==> config.mk <==
export PLATFORM = sky130hd
export DESIGN_NAME = pong_score_ctrl
export DESIGN_NICKNAME = d
export VERILOG_FILES = /design/src/rtl/pong_score_ctrl.sv
export SDC_FILE = /design/constraint.sdc
export NUM_CORES = 1
export LEC_CHECK = 0
export CAP_MARGIN = 25
export CORE_AREA = 2 2 43 45
export CTS_CLUSTER_SIZE = 10
export DETAILED_ROUTE_END_ITERATION = 7
export DIE_AREA = 0 0 45 47
export DONT_BUFFER_PORTS = 1
export PLACE_DENSITY = 0.73
export SLEW_MARGIN = 20
export SYNTH_ARGS = -nofsm -noshare
export SYNTH_HDL_FRONTEND = slang
export SYNTH_SLANG_ARGS = --single-unit
==> constraint.sdc <==
create_clock -name clk -period 2.6 [get_ports clk]
set_input_delay 0.26 -clock clk [delete_from_list [all_inputs] [get_ports clk]]
set_output_delay 0.26 -clock clk [all_outputs]
set_load 0.02 [all_outputs]
==> src/rtl/pong_score_ctrl.sv <==
// Pong game-flow controller: serves balls, counts remaining balls, times the
// pause after a miss and drives the clear/increment inputs of the score counter.
module pong_score_ctrl #(
    parameter int unsigned BALLS        = 3,
    parameter int unsigned BALL_W       = 2,
    parameter int unsigned TIMER_FRAMES = 120,
    parameter int unsigned TIMER_W      = 7
) (
    input  logic              clk,
    input  logic              reset,
    input  logic              btn_start,
    input  logic              hit,
    input  logic              miss,
    input  logic              frame_tick,
    output logic              d_inc,
    output logic              d_clr,
    output logic              ball_reload,
    output logic              gra_still,
    output logic              game_over,
    output logic [BALL_W-1:0] balls_left
);

    localparam logic [1:0] ST_NEWGAME = 2'd0;
    localparam logic [1:0] ST_PLAY    = 2'd1;
    localparam logic [1:0] ST_NEWBALL = 2'd2;
    localparam logic [1:0] ST_OVER    = 2'd3;

    localparam logic [BALL_W-1:0]  BALLS_FULL  = BALL_W'(BALLS);
    localparam logic [BALL_W-1:0]  BALLS_SERVE = BALL_W'(BALLS - 1);
    localparam logic [TIMER_W-1:0] TIMER_LOAD  = TIMER_W'(TIMER_FRAMES);

    logic [1:0]         state_q, state_d;
    logic [TIMER_W-1:0] timer_q, timer_d;
    logic [BALL_W-1:0]  balls_q, balls_d;
    logic               start_q;
    logic               armed_q;
    logic               d_inc_q, d_inc_d;
    logic               d_clr_q, d_clr_d;
    logic               reload_q, reload_d;
    logic               still_q, over_q;
    logic               start_re;
    logic               timer_up;
    logic               timer_load;

    // Start edge detect; armed_q blocks a button held high through reset
    // release until it has been seen low once.
    always_comb begin
        start_re = btn_start & ~start_q & armed_q;
        timer_up = (timer_q == '0);
    end

    // Next-state, ball accounting and pulse generation.
    always_comb begin
        state_d    = state_q;
        balls_d    = balls_q;
        d_inc_d    = 1'b0;
        d_clr_d    = 1'b0;
        reload_d   = 1'b0;
        timer_load = 1'b0;
        case (state_q)
            ST_NEWGAME: begin
                if (start_re) begin
                    d_clr_d  = 1'b1;
                    reload_d = 1'b1;
                    balls_d  = BALLS_SERVE;
                    state_d  = ST_PLAY;
                end
            end
            ST_PLAY: begin
                if (miss) begin
                    timer_load = 1'b1;
                    if (balls_q == '0) begin
                        state_d = ST_OVER;
                    end else begin
                        balls_d = balls_q - BALL_W'(1);
                        state_d = ST_NEWBALL;
                    end
                end else if (hit) begin
                    d_inc_d = 1'b1;
                end
            end
            ST_NEWBALL: begin
                if (timer_up && start_re) begin
                    reload_d = 1'b1;
                    state_d  = ST_PLAY;
                end
            end
            ST_OVER: begin
                if (timer_up) begin
                    balls_d = BALLS_FULL;
                    state_d = ST_NEWGAME;
                end
            end
            default: state_d = ST_NEWGAME;
        endcase
    end

    // Delay timer: load on entry to NEWBALL/OVER beats a coincident tick.
    always_comb begin
        timer_d = timer_q;
        if (timer_load) begin
            timer_d = TIMER_LOAD;
        end else if (frame_tick && !timer_up) begin
            timer_d = timer_q - TIMER_W'(1);
        end
    end

    // State and output registers; level outputs follow the next state so they
    // line up with state_q.
    always_ff @(posedge clk or posedge reset) begin
        if (reset) begin
            state_q  <= ST_NEWGAME;
            timer_q  <= '0;
            balls_q  <= BALLS_FULL;
            start_q  <= 1'b0;
            armed_q  <= 1'b0;
            d_inc_q  <= 1'b0;
            d_clr_q  <= 1'b0;
            reload_q <= 1'b0;
            still_q  <= 1'b1;
            over_q   <= 1'b0;
        end else begin
            state_q  <= state_d;
            timer_q  <= timer_d;
            balls_q  <= balls_d;
            start_q  <= btn_start;
            armed_q  <= armed_q | ~btn_start;
            d_inc_q  <= d_inc_d;
            d_clr_q  <= d_clr_d;
            reload_q <= reload_d;
            still_q  <= (state_d != ST_PLAY);
            over_q   <= (state_d == ST_OVER);
        end
    end

    assign d_inc       = d_inc_q;
    assign d_clr       = d_clr_q;
    assign ball_reload = reload_q;
    assign gra_still   = still_q;
    assign game_over   = over_q;
    assign balls_left  = balls_q;

endmodule

---- Word-level counts from Yosys, hierarchy flattened ----
Cells that the tools add are included.
cells by class
  $add $sub $neg .......................... 2
  eq/ne operators ......................... 9
  mux-type cells .......................... 22
  bitwise gates (word level) .............. 5
  reduce and logical (&&, ||, !) cells .... 9
operator list
  operator                                           number
  two-way mux 2 bit                                  8
  two-way mux 7 bit                                  2
  two-way mux 1 bit                                  9
  != test 2 bit (second input constant)              4
  one-hot mux 2 bit (4 select lines)                 1
  logical NOT 7 bit                                  1
  subtractor 7 x 1 -> 7 bit (second input constant)  1
  == test 2 bit (second input constant)              3
  one-hot mux 2 bit (3 select lines)                 1
  AND reduction 5 bit                                1
  logical NOT 2 bit                                  2
  nonzero test 3 bit                                 1
  AND 1 bit                                          2
  == test 2 x 1 -> 1 bit (second input constant)     1
  logical AND 1 bit                                  2
  != test 2 x 1 -> 1 bit (second input constant)     1
  NOT 1 bit                                          2
  one-hot mux 1 bit (2 select lines)                 1
  nonzero test 2 bit                                 1
  subtractor 2 x 1 -> 2 bit (second input constant)  1
  logical NOT 1 bit                                  1
  bitwise OR 1 bit                                   1
storage, ports and cells
  bits in registers ....................... 18
  input port bits ......................... 6
  output and inout port bits .............. 7

---- Logic depth before layout (Yosys ltp) ----
  depth after elaboration ................. 7
  mapped depth ............................ 5
  depth with buffers taken out ............ 5

---- Worst setup path after synthesis ----
OpenSTA, ideal clock, no wires.
  kind .................................... reg-to-reg
  start ................................... register balls_q[0] (netlist: balls_left[0])
  end ..................................... register balls_q[1] (netlist: balls_left[1])
  arrival time ............................ 1.608 ns
  setup slack ............................. 0.910 ns
  stages on the path, launching flop included .. 6
  buffers on the path ..................... 0
  period minus slack after synthesis ...... 1.690 ns
  cell sequence ........................... dfstp_2 inv_1 ha_1 nand3b_1 or4b_1 o31a_1
between the ends
  longest elaborated chain between the ends .. 4
  elaborated cells on any way between the ends .. 7
  classes of those cells .................. 1 x add/sub; 1 x eq/ne; 3 x mux; 2 x reduce/logical
RTL lines
  what                                RTL line  text
  start: declaration                  34        logic [BALL_W-1:0] balls_q, balls_d;
  start signal: assignment            125       balls_q <= balls_d;
  subtractor 2 x 1 -> 2 bit           75        balls_d = balls_q - BALL_W'(1);
  two-way mux 2 bit                   72        if (balls_q == '0) begin
  two-way mux 2 bit                   70        if (miss) begin
  one-hot mux 2 bit (3 select lines)  60        case (state_q)
Parallel ways exist; a longest one is shown, timed or not. The select of a mux whose other input is x is not followed.
A chain may end at the register's enable or synchronous reset.

---- Final worst setup path ----
Same ends and word-level chain as after synthesis.

==> summary.md <==
| Metric | Value |
|---|---|
| Psw | 0.0003783 W |
| Endpoint arrival time on the critical path | approximately 2.1 ns |
| Overall global routing resource usage | about 17% |
| Commonest cells post-synth | 15 x dfrtp_1, 8 x inv_1, 7 x nor2_1, 4 x nand2_1 |
| Area of the mapped netlist | between 900 and 1000 sq um |
| Unrepaired setup endpoints after global routing | no |
| Path type of the worst setup path | reg -> reg |
| Max-capacitance violation count | 0 |
| Fraction of power consumed by combinational cells | roughly 30% |
| Total number of vias | approximately 680 |
| Leakage power of the design | approximately 0.46 nW |
| Global-route met2 utilization | 24.29% |
| Syn. warnings | 0 |
| Power per Cell Area | 989.9 nW/um^2 |
| Clock network fraction of total power | between 15 and 20% |
| Area inside the core boundary | ~1700 sq um |
| Routability congestion estimate from global placement | between 0.8 and 0.9 |
| Number of nets in the layout | 99 |
| Pin count of the biggest net entering global routing | 19 |
| Via count normalized by instance count | 6.336 |
| Layout cell share with drive strength beyond 1 | roughly 17% |
| Clock slew at the register clock pins of the worst setup and hold paths | ~0.10 ns |
| Layer carrying the most global-route usage | met1 |
| Post-layout minimum cycle time | between 1.5 and 2 ns |
| Setup clock skew after layout | slightly below 0.003 ns |
| Worst-path maximum fanout | 5 |
| Buffers inserted by post-CTS timing repair | 0 |
| Overall power of the completed layout | 0.0009933 W |
| Aggregate routed wire length | roughly 1600 microns |
| Number of nets in the synthesized netlist | 95 |
| Hold Worst Slack | ~0.017 ns |
| Initial core utilization | approximately 57% |
| Highest Clock Rate | around 540 MHz |
| Commonest register cell after synthesis | dfrtp_1 |
| Number of unique standard cell types used by synthesis | 40 |
| Total of endpoints with negative setup slack in the final report | 0 |
| CTS tree | done |
| GR Util met1 | 25.30% |
| Share of Yosys cell area claimed by the top area cell type | approximately two fifths |
| Number of top-level pins | 13 |
| CTS Sinks | 18 |
| Average cell area after synthesis | 10.81 sq um |
| DRC | 0 |
| Worst-skew pair later-pin latency | about 0.30 ns |
| Number of design-rule violations left by the first detailed-router iteration | 25 |
| Count of flip-flops with a built-in enable after synthesis | 0 |
| Sequential cell area fraction in the yosys report | 48.27% |
| Post-cts sizing count | 0 |
| Hold Path Depth | 1 |
| Buffers from clock root to sink, at most | 2 |
| Number of global-route vias before repair | between 500 and 600 |
| HPWL after DPL | 1122 microns |
| Wire length of the first global-routing pass | 2615 microns |
| Residual overflow from global routing | 0 |
| Buffers on Ports | 0 |
| Ordered list of cells on the worst path | inv_1 -> ha_1 -> nand3b_1 -> or4b_1 -> o31a_1 |
| Worst Reg2Reg Path Length in Cells | 5 |
| Count of filler cells inserted in the layout | 130 |
| IR Drop Worst-Case VDD | ~0.51 mV |
| DIE HEIGHT | about 47 microns |
| Fraction of the cycle the final worst path needs | between 70% and 80% |
| Mean routed wirelength per cell | around 15 microns |
| Run status | complete, no violations |
| Cell with the most instances after synthesis | dfrtp_1 |
| Overall die width | approximately 45 microns |
| Internal cell power | 0.0006150 W |
| Overall die area | 2115 sq um |
| Setup TNS | 0 ns |
| Critical-path cell with the highest stage delay | dfstp_2 |
| Antenna violations before repair | 0 |
| Power share of the sequential group | ~53% |
| Worst slack at placement | 0.7984 ns |
| Classification of the worst-slack hold path | in -> reg |
| Top cell type by total area after synthesis | dfrtp_1 |
| Main area contributors after synthesis | dfrtp_1 40%, dfstp_2 8.4%, inv_1 3.2% |
| Post-layout worst setup margin | roughly 0.75 ns |
| Final Max Slew Viols | 0 |
| Cell total after placement | about 100 |
| Clock buffer count from CTS | 3 |
| Maximum level of the CTS H-tree | 1 |
| Post-synthesis sequential element count | 18 |
| Stage delay of the slowest cell on the critical path | 0.64 ns |
| Post-synthesis instance total | between 80 and 90 |
| Residual antenna-violating net count after detailed routing | 0 |
| Share of flip-flops with an asynchronous set or reset after synthesis | 100.0% |
| Net Sw Frac | about two fifths |
| Antenna fix cells | 0 |
| 1st-pass router iterations | 4 |
| Root cell of the clock tree | clkbuf_4 |
| Kind of capture point of the worst setup path | flip-flop |
| Headroom to the max-slew limit | between 50% and 60% |
| Finished Layout Cells | between 100 and 150 |
| Required @ worst endpoint | between 2 and 3 ns |
| Relative area change from synthesis to final layout | 6.649% |
| Row Count | 15 |
| Endpoints failing hold | 0 |
| Crit path launch type | flip-flop |
| GR met3 Demand/Resource | between 3 and 4% |
| Slew at the pin with the worst max-slew slack | 0.6705 ns |
[cell usage in the layout, fill, tap and decap left out, types with 3 or more instances in the layout]
cell | synthesis | final
a211oi_1 | 3 | 3
a21oi_1 | 3 | 3
nand2_1 | 4 | 4
clkbuf_4 | 0 | 3
dfstp_2 | 3 | 3
inv_1 | 8 | 8
dfrtp_1 | 15 | 15
nor2_1 | 7 | 7
[worst paths after layout]
path	from	to	slack [ns]
min in group asynchronous	reset	timer_q[6]	0.49
max in group asynchronous	reset	start_q	1.69
worst min register to register	armed_q	armed_q	0.50
worst max-delay path	balls_left[0]	balls_left[1]	0.75
worst min-delay path	miss	d_inc	0.02
worst max register to register	balls_left[0]	balls_left[1]	0.75
[state kept, by name, summed over array words and instances (netlist names)]
register and count:
game_over 1, state_q 2, balls_left 2, d_clr 1, gra_still 1, start_q 1
timer_q 7, ball_reload 1, d_inc 1, armed_q 1
[logic make-up after synthesis]
kind of cell               after synthesis  share of synthesized area (%)
DFF                                     18                          48.27
buffers and inverters                   11                          4.788
AOI/OAI and AO/OA                       19                          14.49
muxes                                    3                          3.723
and+or+nand+nor                         34                          26.07
adders and majority gates                2                          2.659
[power groups by stage]
stage	clock [W]	sequential (W)	combinational, W
2_1_floorplan	0	0.000484	0.000279
3_3_place_gp	0	0.000522	0.000285
3_5_place_dp	0	0.000524	0.000296
4_1_cts	0.000182	0.000519	0.000297
5_1_grt	0.000190	0.000540	0.000338
6_report	0.000175	0.000522	0.000297
[through the flow]
stage	util, %	area (sq um)
final	60.76	1003
after global routing	60.76	1003
after CTS	60.76	1003
after detailed placement	57.35	947.2
after global placement	57.35	947.2
after floorplan	-	940.9
[final cells by class]
class	instances	area, sq um	area share, %
multi-input combinational	58	441.7	44.02
sequential	18	454.2	45.26
clock buffer	4	36.28	3.616
timing repair buffer	2	20.02	1.995
tap	17	21.27	2.120
inverter	8	30.03	2.993
[per-layer routing]
metal | share of wire, % | vias to the layer above
li1 | - | 326
met3 | 3.7 | 4
met5 | 0 | -
met2 | 47 | 19
met4 | 2.0 | 0
met1 | 47 | 329
[critical path: cells and delay by family, from the launching register on]
family                     cells  cell delay (ns)
AOI/OAI and AO/OA              1             0.12
DFF                            1             0.64
and+or+nand+nor                2             0.74
adders and majority gates      1             0.22
buffers and inverters          1             0.06
[timing repair]
| item | CTS | global route |
|---|---|---|
| endpoints found under the setup margin | 0 | 0 |
| hold buffers | 2 | 0 |
| hold endpoints to repair | 16 | 0 |
(Power assumes the default switching activity.)
